===== config.mk =====
export PLATFORM = sky130hd
export DESIGN_NAME = seg_scan_arbiter
export DESIGN_NICKNAME = d
export VERILOG_FILES = /design/src/rtl/seg_scan_arbiter.sv
export SDC_FILE = /design/constraint.sdc
export NUM_CORES = 1
export LEC_CHECK = 0
export ABC_AREA = 1
export BUFFER_PORTS_ARGS = -buffer_cell sky130_fd_sc_hd__buf_2
export CORE_ASPECT_RATIO = 0.75
export CORE_MARGIN = 10
export CORE_UTILIZATION = 44
export CTS_CLUSTER_DIAMETER = 120
export CTS_CLUSTER_SIZE = 14
export DETAILED_ROUTE_END_ITERATION = 6
export GPL_TIMING_DRIVEN = 1
export MAX_ROUTING_LAYER = met4
export PLACE_DENSITY = 0.83
export SLEW_MARGIN = 40
export SYNTH_ARGS = -nofsm -noshare
export SYNTH_HDL_FRONTEND = slang
export SYNTH_SLANG_ARGS = --single-unit

===== constraint.sdc =====
create_clock -name clock -period 3.37 [get_ports clock]
set_clock_uncertainty 0.05 [all_clocks]
set_input_delay 0.674 -clock clock [delete_from_list [all_inputs] [get_ports clock]]
set_output_delay 0.674 -clock clock [all_outputs]
set_load 0.1 [all_outputs]

===== src/rtl/seg_scan_arbiter.sv =====
// seg_scan_arbiter: scans one 8-digit seven-segment port and hands the
// display to one of four sources. Ownership changes only on frame
// boundaries, so a source's frame is never torn.
//
// Ports:
//   clock          system clock
//   rst            asynchronous active-low reset
//   req[3:0]       display request per source; bit 0 is the urgent source
//   en_bus[31:0]   digit enable mask per source, active-high (8 bits each)
//   frame[255:0]   active-low segment patterns, source k digit d at [64k+8d +: 8]
//   grant[3:0]     one-hot current owner, 0 when idle
//   targeten[7:0]  digit anodes, active-low
//   targetdisplay  segment pattern of the selected digit
//   frame_end      one-cycle pulse on the last cycle of digit 7
module seg_scan_arbiter #(
  parameter int unsigned SCAN_DIV    = 5000,
  parameter int unsigned HOLD_FRAMES = 4
) (
  input  logic         clock,
  input  logic         rst,
  input  logic [3:0]   req,
  input  logic [31:0]  en_bus,
  input  logic [255:0] frame,
  output logic [3:0]   grant,
  output logic [7:0]   targeten,
  output logic [7:0]   targetdisplay,
  output logic         frame_end
);

  localparam int unsigned DIV_W = (SCAN_DIV > 1) ? $clog2(SCAN_DIV) : 1;
  localparam logic [DIV_W-1:0] DIV_LAST = DIV_W'(SCAN_DIV - 1);
  localparam logic [8:0] HOLD_LIM = 9'(HOLD_FRAMES);

  localparam logic [0:0] IDLE = 1'b0;
  localparam logic [0:0] SHOW = 1'b1;

  logic [0:0]       state_q, state_d;
  logic [DIV_W-1:0] div_q, div_d;
  logic [2:0]       select_q, select_d;
  logic [1:0]       owner_q, owner_d;
  logic [7:0]       held_q, held_d;
  logic [1:0]       rr_q, rr_d;

  logic       tick;
  logic [3:0] others;
  logic [8:0] held_inc;
  logic [1:0] win;
  logic [7:0] en_sel;
  logic [7:0] pat_sel;

  // First set bit of r, searching start, start+1, ... modulo 4.
  function automatic logic [1:0] rr_pick(input logic [3:0] r, input logic [1:0] start);
    logic [1:0] idx;
    logic       found;
    rr_pick = start;
    found   = 1'b0;
    for (int i = 0; i < 4; i++) begin
      idx = start + 2'(i);
      if (!found && r[idx]) begin
        rr_pick = idx;
        found   = 1'b1;
      end
    end
  endfunction

  assign tick      = (div_q == DIV_LAST);
  assign frame_end = tick && (select_q == 3'd7);
  assign others    = req & ~(4'b0001 << owner_q);
  assign held_inc  = {1'b0, held_q} + 9'd1;

  // State and scan registers.
  always_ff @(posedge clock or negedge rst) begin
    if (!rst) begin
      state_q  <= IDLE;
      div_q    <= '0;
      select_q <= 3'd0;
      owner_q  <= 2'd0;
      held_q   <= 8'd0;
      rr_q     <= 2'd3;
    end else begin
      state_q  <= state_d;
      div_q    <= div_d;
      select_q <= select_d;
      owner_q  <= owner_d;
      held_q   <= held_d;
      rr_q     <= rr_d;
    end
  end

  // Next-state: free-running scanner plus frame-boundary arbitration.
  always_comb begin
    state_d  = state_q;
    div_d    = tick ? '0 : div_q + DIV_W'(1);
    select_d = tick ? select_q + 3'd1 : select_q;
    owner_d  = owner_q;
    held_d   = held_q;
    rr_d     = rr_q;
    win      = 2'd0;

    case (state_q)
      IDLE: begin
        if (req != 4'd0) begin
          win      = req[0] ? 2'd0 : rr_pick(req, rr_q + 2'd1);
          state_d  = SHOW;
          owner_d  = win;
          rr_d     = win;
          held_d   = 8'd0;
          div_d    = '0;
          select_d = 3'd0;
        end
      end
      SHOW: begin
        if (frame_end) begin
          if (req[0] && owner_q != 2'd0) begin
            owner_d = 2'd0;
            rr_d    = 2'd0;
            held_d  = 8'd0;
          end else if (!req[owner_q]) begin
            if (others != 4'd0) begin
              win     = rr_pick(others, owner_q + 2'd1);
              owner_d = win;
              rr_d    = win;
              held_d  = 8'd0;
            end else begin
              state_d = IDLE;
            end
          end else if (held_inc >= HOLD_LIM && others != 4'd0 && owner_q != 2'd0) begin
            // The urgent source is never rotated away while it still requests.
            win     = rr_pick(others, owner_q + 2'd1);
            owner_d = win;
            rr_d    = win;
            held_d  = 8'd0;
          end else begin
            held_d = (held_q == 8'hFF) ? held_q : held_q + 8'd1;
          end
        end
      end
      default: state_d = IDLE;
    endcase
  end

  // Owner's live enable and segment data for the current digit.
  assign en_sel  = en_bus[{owner_q, 3'b000} +: 8];
  assign pat_sel = frame[{owner_q, select_q, 3'b000} +: 8];

  always_comb begin
    grant         = 4'd0;
    targeten      = 8'hFF;
    targetdisplay = 8'hFF;
    if (state_q == SHOW) begin
      grant         = 4'b0001 << owner_q;
      targeten      = ~(8'b0000_0001 << select_q) | ~en_sel;
      targetdisplay = pat_sel;
    end
  end

endmodule


**After elaboration in Yosys (flattened, before gate mapping)**

Cells that the tools add are included.

- Shift-type cells: 4
- Reductions and logical operators: 27
- Order comparisons: 10
- Muxes and demuxes: 102
- Bitwise operators: 6
- Equal/unequal tests: 8
- $add $sub $neg: 12

Operators with widths:

| kind | count |
|---|---|
| $shiftx A256 B9 Y8 | 1 |
| $mux W8 | 9 |
| $mux W1 | 58 |
| $mux W13 | 3 |
| $mux W2 | 16 |
| $shiftx A32 B6 Y8 | 1 |
| $lt A2 B3 Y1 const B | 9 |
| $bmux W1 S2 | 9 |
| $not A8 Y8 | 2 |
| $pmux W8 S2 | 1 |
| $add A13 B1 Y13 const B | 1 |
| $eq A13 B13 Y1 const B | 1 |
| $logic_and A1 B1 Y1 | 13 |
| $add A8 B1 Y9 const B | 1 |
| $ge A9 B3 Y1 const B | 1 |
| $logic_not A1 Y1 | 9 |
| $mux W3 | 3 |
| $add A2 B1 Y2 const B | 4 |
| $add A2 B2 Y2 const B | 4 |
| $add A8 B1 Y8 const B | 1 |
| $eq A8 B8 Y1 const B | 1 |
| $or A8 B8 Y8 | 1 |
| $reduce_and A4 Y1 | 2 |
| $reduce_bool A4 Y1 | 2 |
| 15 further kinds | 16 |

- Logic and storage cells: 175
- Register bits: 29
- Input port bits: 294

**Logic depth before layout (Yosys ltp)**

- Depth in word-level cells: 35
- Mapped depth: 18

**Worst setup path before layout**

OpenSTA, ideal clock, no wires.

- Path kind: register -> output
- Start point: register div_q[0]
- End point: output port frame_end
- Setup slack: 0.414 ns
- Path buffers: 0
- Arrival time: 2.232 ns
- Required time: 2.646 ns
- Stages on the path, launching flop included: 6
- Path through: dfrtp_1 -> ha_1 -> nand2_1 -> nor3_1 -> nand3_2 -> nor2_1

- Longest elaborated chain between the ends: 2

RTL lines:

| element | line | text |
|---|---|---|
| from (decl) | 38 | `logic [DIV_W-1:0] div_q, div_d;` |
| from (signal assigned) | 82 | `div_q <= div_d;` |
| $eq A13 B13 Y1 | 66 | `assign tick = (div_q == DIV_LAST);` |
| $logic_and A1 B1 Y1 | 67 | `assign frame_end = tick && (select_q == 3'd7);` |
| to (decl) | 27 | `output logic frame_end` |

Every way passes these cells.

**Worst setup path in the final report**

- Start point: register select_q[0]
- End point: output port targetdisplay[4]

- Longest elaborated chain between the ends: 2

RTL lines:

| element | line | text |
|---|---|---|
| from (decl) | 39 | `logic [2:0] select_q, select_d;` |
| from (signal assigned) | 83 | `select_q <= select_d;` |
| $shiftx A256 B9 Y8 | 144 | `assign pat_sel = frame[{owner_q, select_q, 3'b000} +: 8];` |
| $mux W8 | 150 | `if (state_q == SHOW) begin` |
| to (decl) | 26 | `output logic [7:0] targetdisplay,` |

Every way passes these cells.

==> results.cfg <==
[run_status]
outcome = complete, no violations

[routing]
routed_wl_um = 24100
route.vias.total = 7281
routedWlPerCell_um = 19.1
drt_iter0_drc = 888
drcViolationCount = 0
via_per_inst = 5.76
dr.pass1.iters = 6
ant_nets = 0

[clock_tree]
clk_pin_slew_worst_paths_ps = 50
insertion_delay_ps = 270
root_buffer = clkbuf_16
post_cts_buffers = 0
max-clock-path-buffers = 2
cts_tree = done
ctsHoldBuffers = 0
htreeDepth = 2
cts.sinks = 29
cts_made_buffers = 5

[floorplanning]
ioPinCount = 315
die_x_um = 141
die_area_um2 = 15600
fp.dieH_um = 111
rows = 33
coreArea_um2 = 10800
start_util = 0.446

[critical_path]
cp-start-kind = flop
cp_data_arrival_time_ps = 2470
reg2reg_depth = 12
cp-end-kind = output pin
worstSetupPathType = flop to output pin
cp.required_ps = 2650
critPathMaxFanout = 130

[finish]
fin_nets = 1424
syn2layout_area_growth_pct = 39.0
layout-drive-gt1-share = 0.324

[synth]
synth_edf_count = 0
avgSynthCellArea_um2 = 5.66
synth_nets = 1157
async_flop_share = 1.00
yosys_warnings = 0
synth_top_cell_by_area = o21ai_0
syn_inst = 851
ys.flop_type = dfrtp_1
synth_common_cells = nor2_1, o21ai_0, nand2_1
yosys.cell_types.count = 42
yosys-top-cells-area = o21ai_0, dfrtp_1, nor2_1
synth_area_um2 = 4820
ys_seq_area_frac = 0.151
synth_most_common_cell = nor2_1
synth-seq-cells = 29
synth_top_cell_area_share = 0.155

[sta]
post-route-period-util = 0.947
rsz0062_at_grt = false
setup_tns_ps = 0
max_freq_ghz = 0.313
fin_hold_ws_ps = 373
max-slew-margin-rel = 0.535
tightest_slew_ps = 694
min_period_ps = 3190
hold_violations = 0
setup_viol = 0
drv_slew = 0

[global_routing]
grt_pass1_vias = 6716
antenna_found_initial = 4
overflow = 0
grt_pass1_wl_um = 36700
track_usage = 0.291
grt_max_degree = 131

[pwr]
max-vdd-ir-drop_mv = 0.241
p_per_area_nw_per_um2 = 220
p_leak_nw = 3.48

[hold_path]
hold_class = input pin to asynchronous set/reset pin

[placement]
gp_congestion = 1.02
port-buffer-count = 314
hpwlAfterDp_um = 19300

[flow_run]
maxCapViolCount = 0
==> cells by family after synthesis <==
family,Yosys count,share of synthesized area
compound gates,256,0.324
xor+xnor,3,0.00545
fa+ha+maj,12,0.0312
buf+inv,119,0.102
flops,29,0.151
simple gates,432,0.387
==> flip-flops by register name, summed over array words and instances, names as in the netlist <==
register,count
div_q,13
held_q,8
select_q,3
owner_q,2
rr_q,2
state_q,1
==> report_power, final <==
group	leakage [nW]	switching, W	internal, W
Clock	0.0706	0.000147	0.000270
Sequential	0.368	0.00000637	0.000355
Combinational	3.04	0.000444	0.000249
==> path summary, 6_finish.rpt <==
kind	start	endpoint	slack, ps
max	select_q[0]	targetdisplay[4]	180
min	rst	held_q[1]	370
max reg2reg	owner_q[0]	owner_q[0]	780
min reg2reg	div_q[0]	div_q[0]	420
max in group asynchronous	rst	select_q[0]	2410
min in group clock	div_q[0]	div_q[0]	420
==> layer usage <==
layer / up-vias / global-route usage / part of all wire
met5: - / - / 0
met4: 0 / 0.0735 / 0.022
met3: 50 / 0.0762 / 0.12
met2: 453 / 0.458 / 0.47
met1: 3277 / 0.363 / 0.39
li1: 3501 / - / -
==> area by class of cell <==
cell class | count | area (µm²)
inverter | 53 | 203
tap | 140 | 175
timing repair buffer | 326 | 1840
antenna | 4 | 10.0
clock inverter | 2 | 10.0
sequential | 29 | 734
fill | 1052 | 4120
multi-input combinational | 703 | 3600
clock buffer | 6 | 129
==> cell usage in the layout, fill, tap and decap left out, types with 5 or more instances in the layout <==
cell type / count
nand3_1: 73
o21ai_0: 149
buf_2: 305
ha_1: 12
nor2_1: 176
o221ai_1: 48
o21ai_1: 5
o22ai_1: 25
clkbuf_16: 5
buf_4: 7
inv_2: 7
nor3_1: 7
nand4_1: 11
nand2_1: 144
inv_1: 42
o211ai_1: 16
dfrtp_1: 24
a21oi_1: 6
buf_12: 12
==> critical path, stage by stage, from the launching register on <==
cell and delay (ps):
dfrtp_4 430, buf_12 370, o21ai_0 170, o221ai_1 230, nand3_1 130, nand2_1 100
nand2_1 70, nand3_1 160, buf_2 460
==> through the flow <==
stage / util / cell area [µm²] / cells / total power [W] / setup slack, ps
global route: 0.619 / 6700 / 1263 / 0.00155 / 22.7
finish: 0.619 / 6700 / 1263 / 0.00147 / 177
global placement: 0.605 / 6550 / 1251 / 0.00104 / 423
floorplan: - / 4820 / 851 / 0.000766 / 414
CTS: 0.618 / 6680 / 1259 / 0.00147 / 142
detailed placement: 0.605 / 6550 / 1251 / 0.00105 / 438
==> repair_timing <==
action / 4_1_cts / 5_1_grt
endpoints found under the hold margin: 0 / 0
resized for setup: 0 / 2
endpoints found under the setup margin: 0 / 2
(Power assumes the default switching activity.)
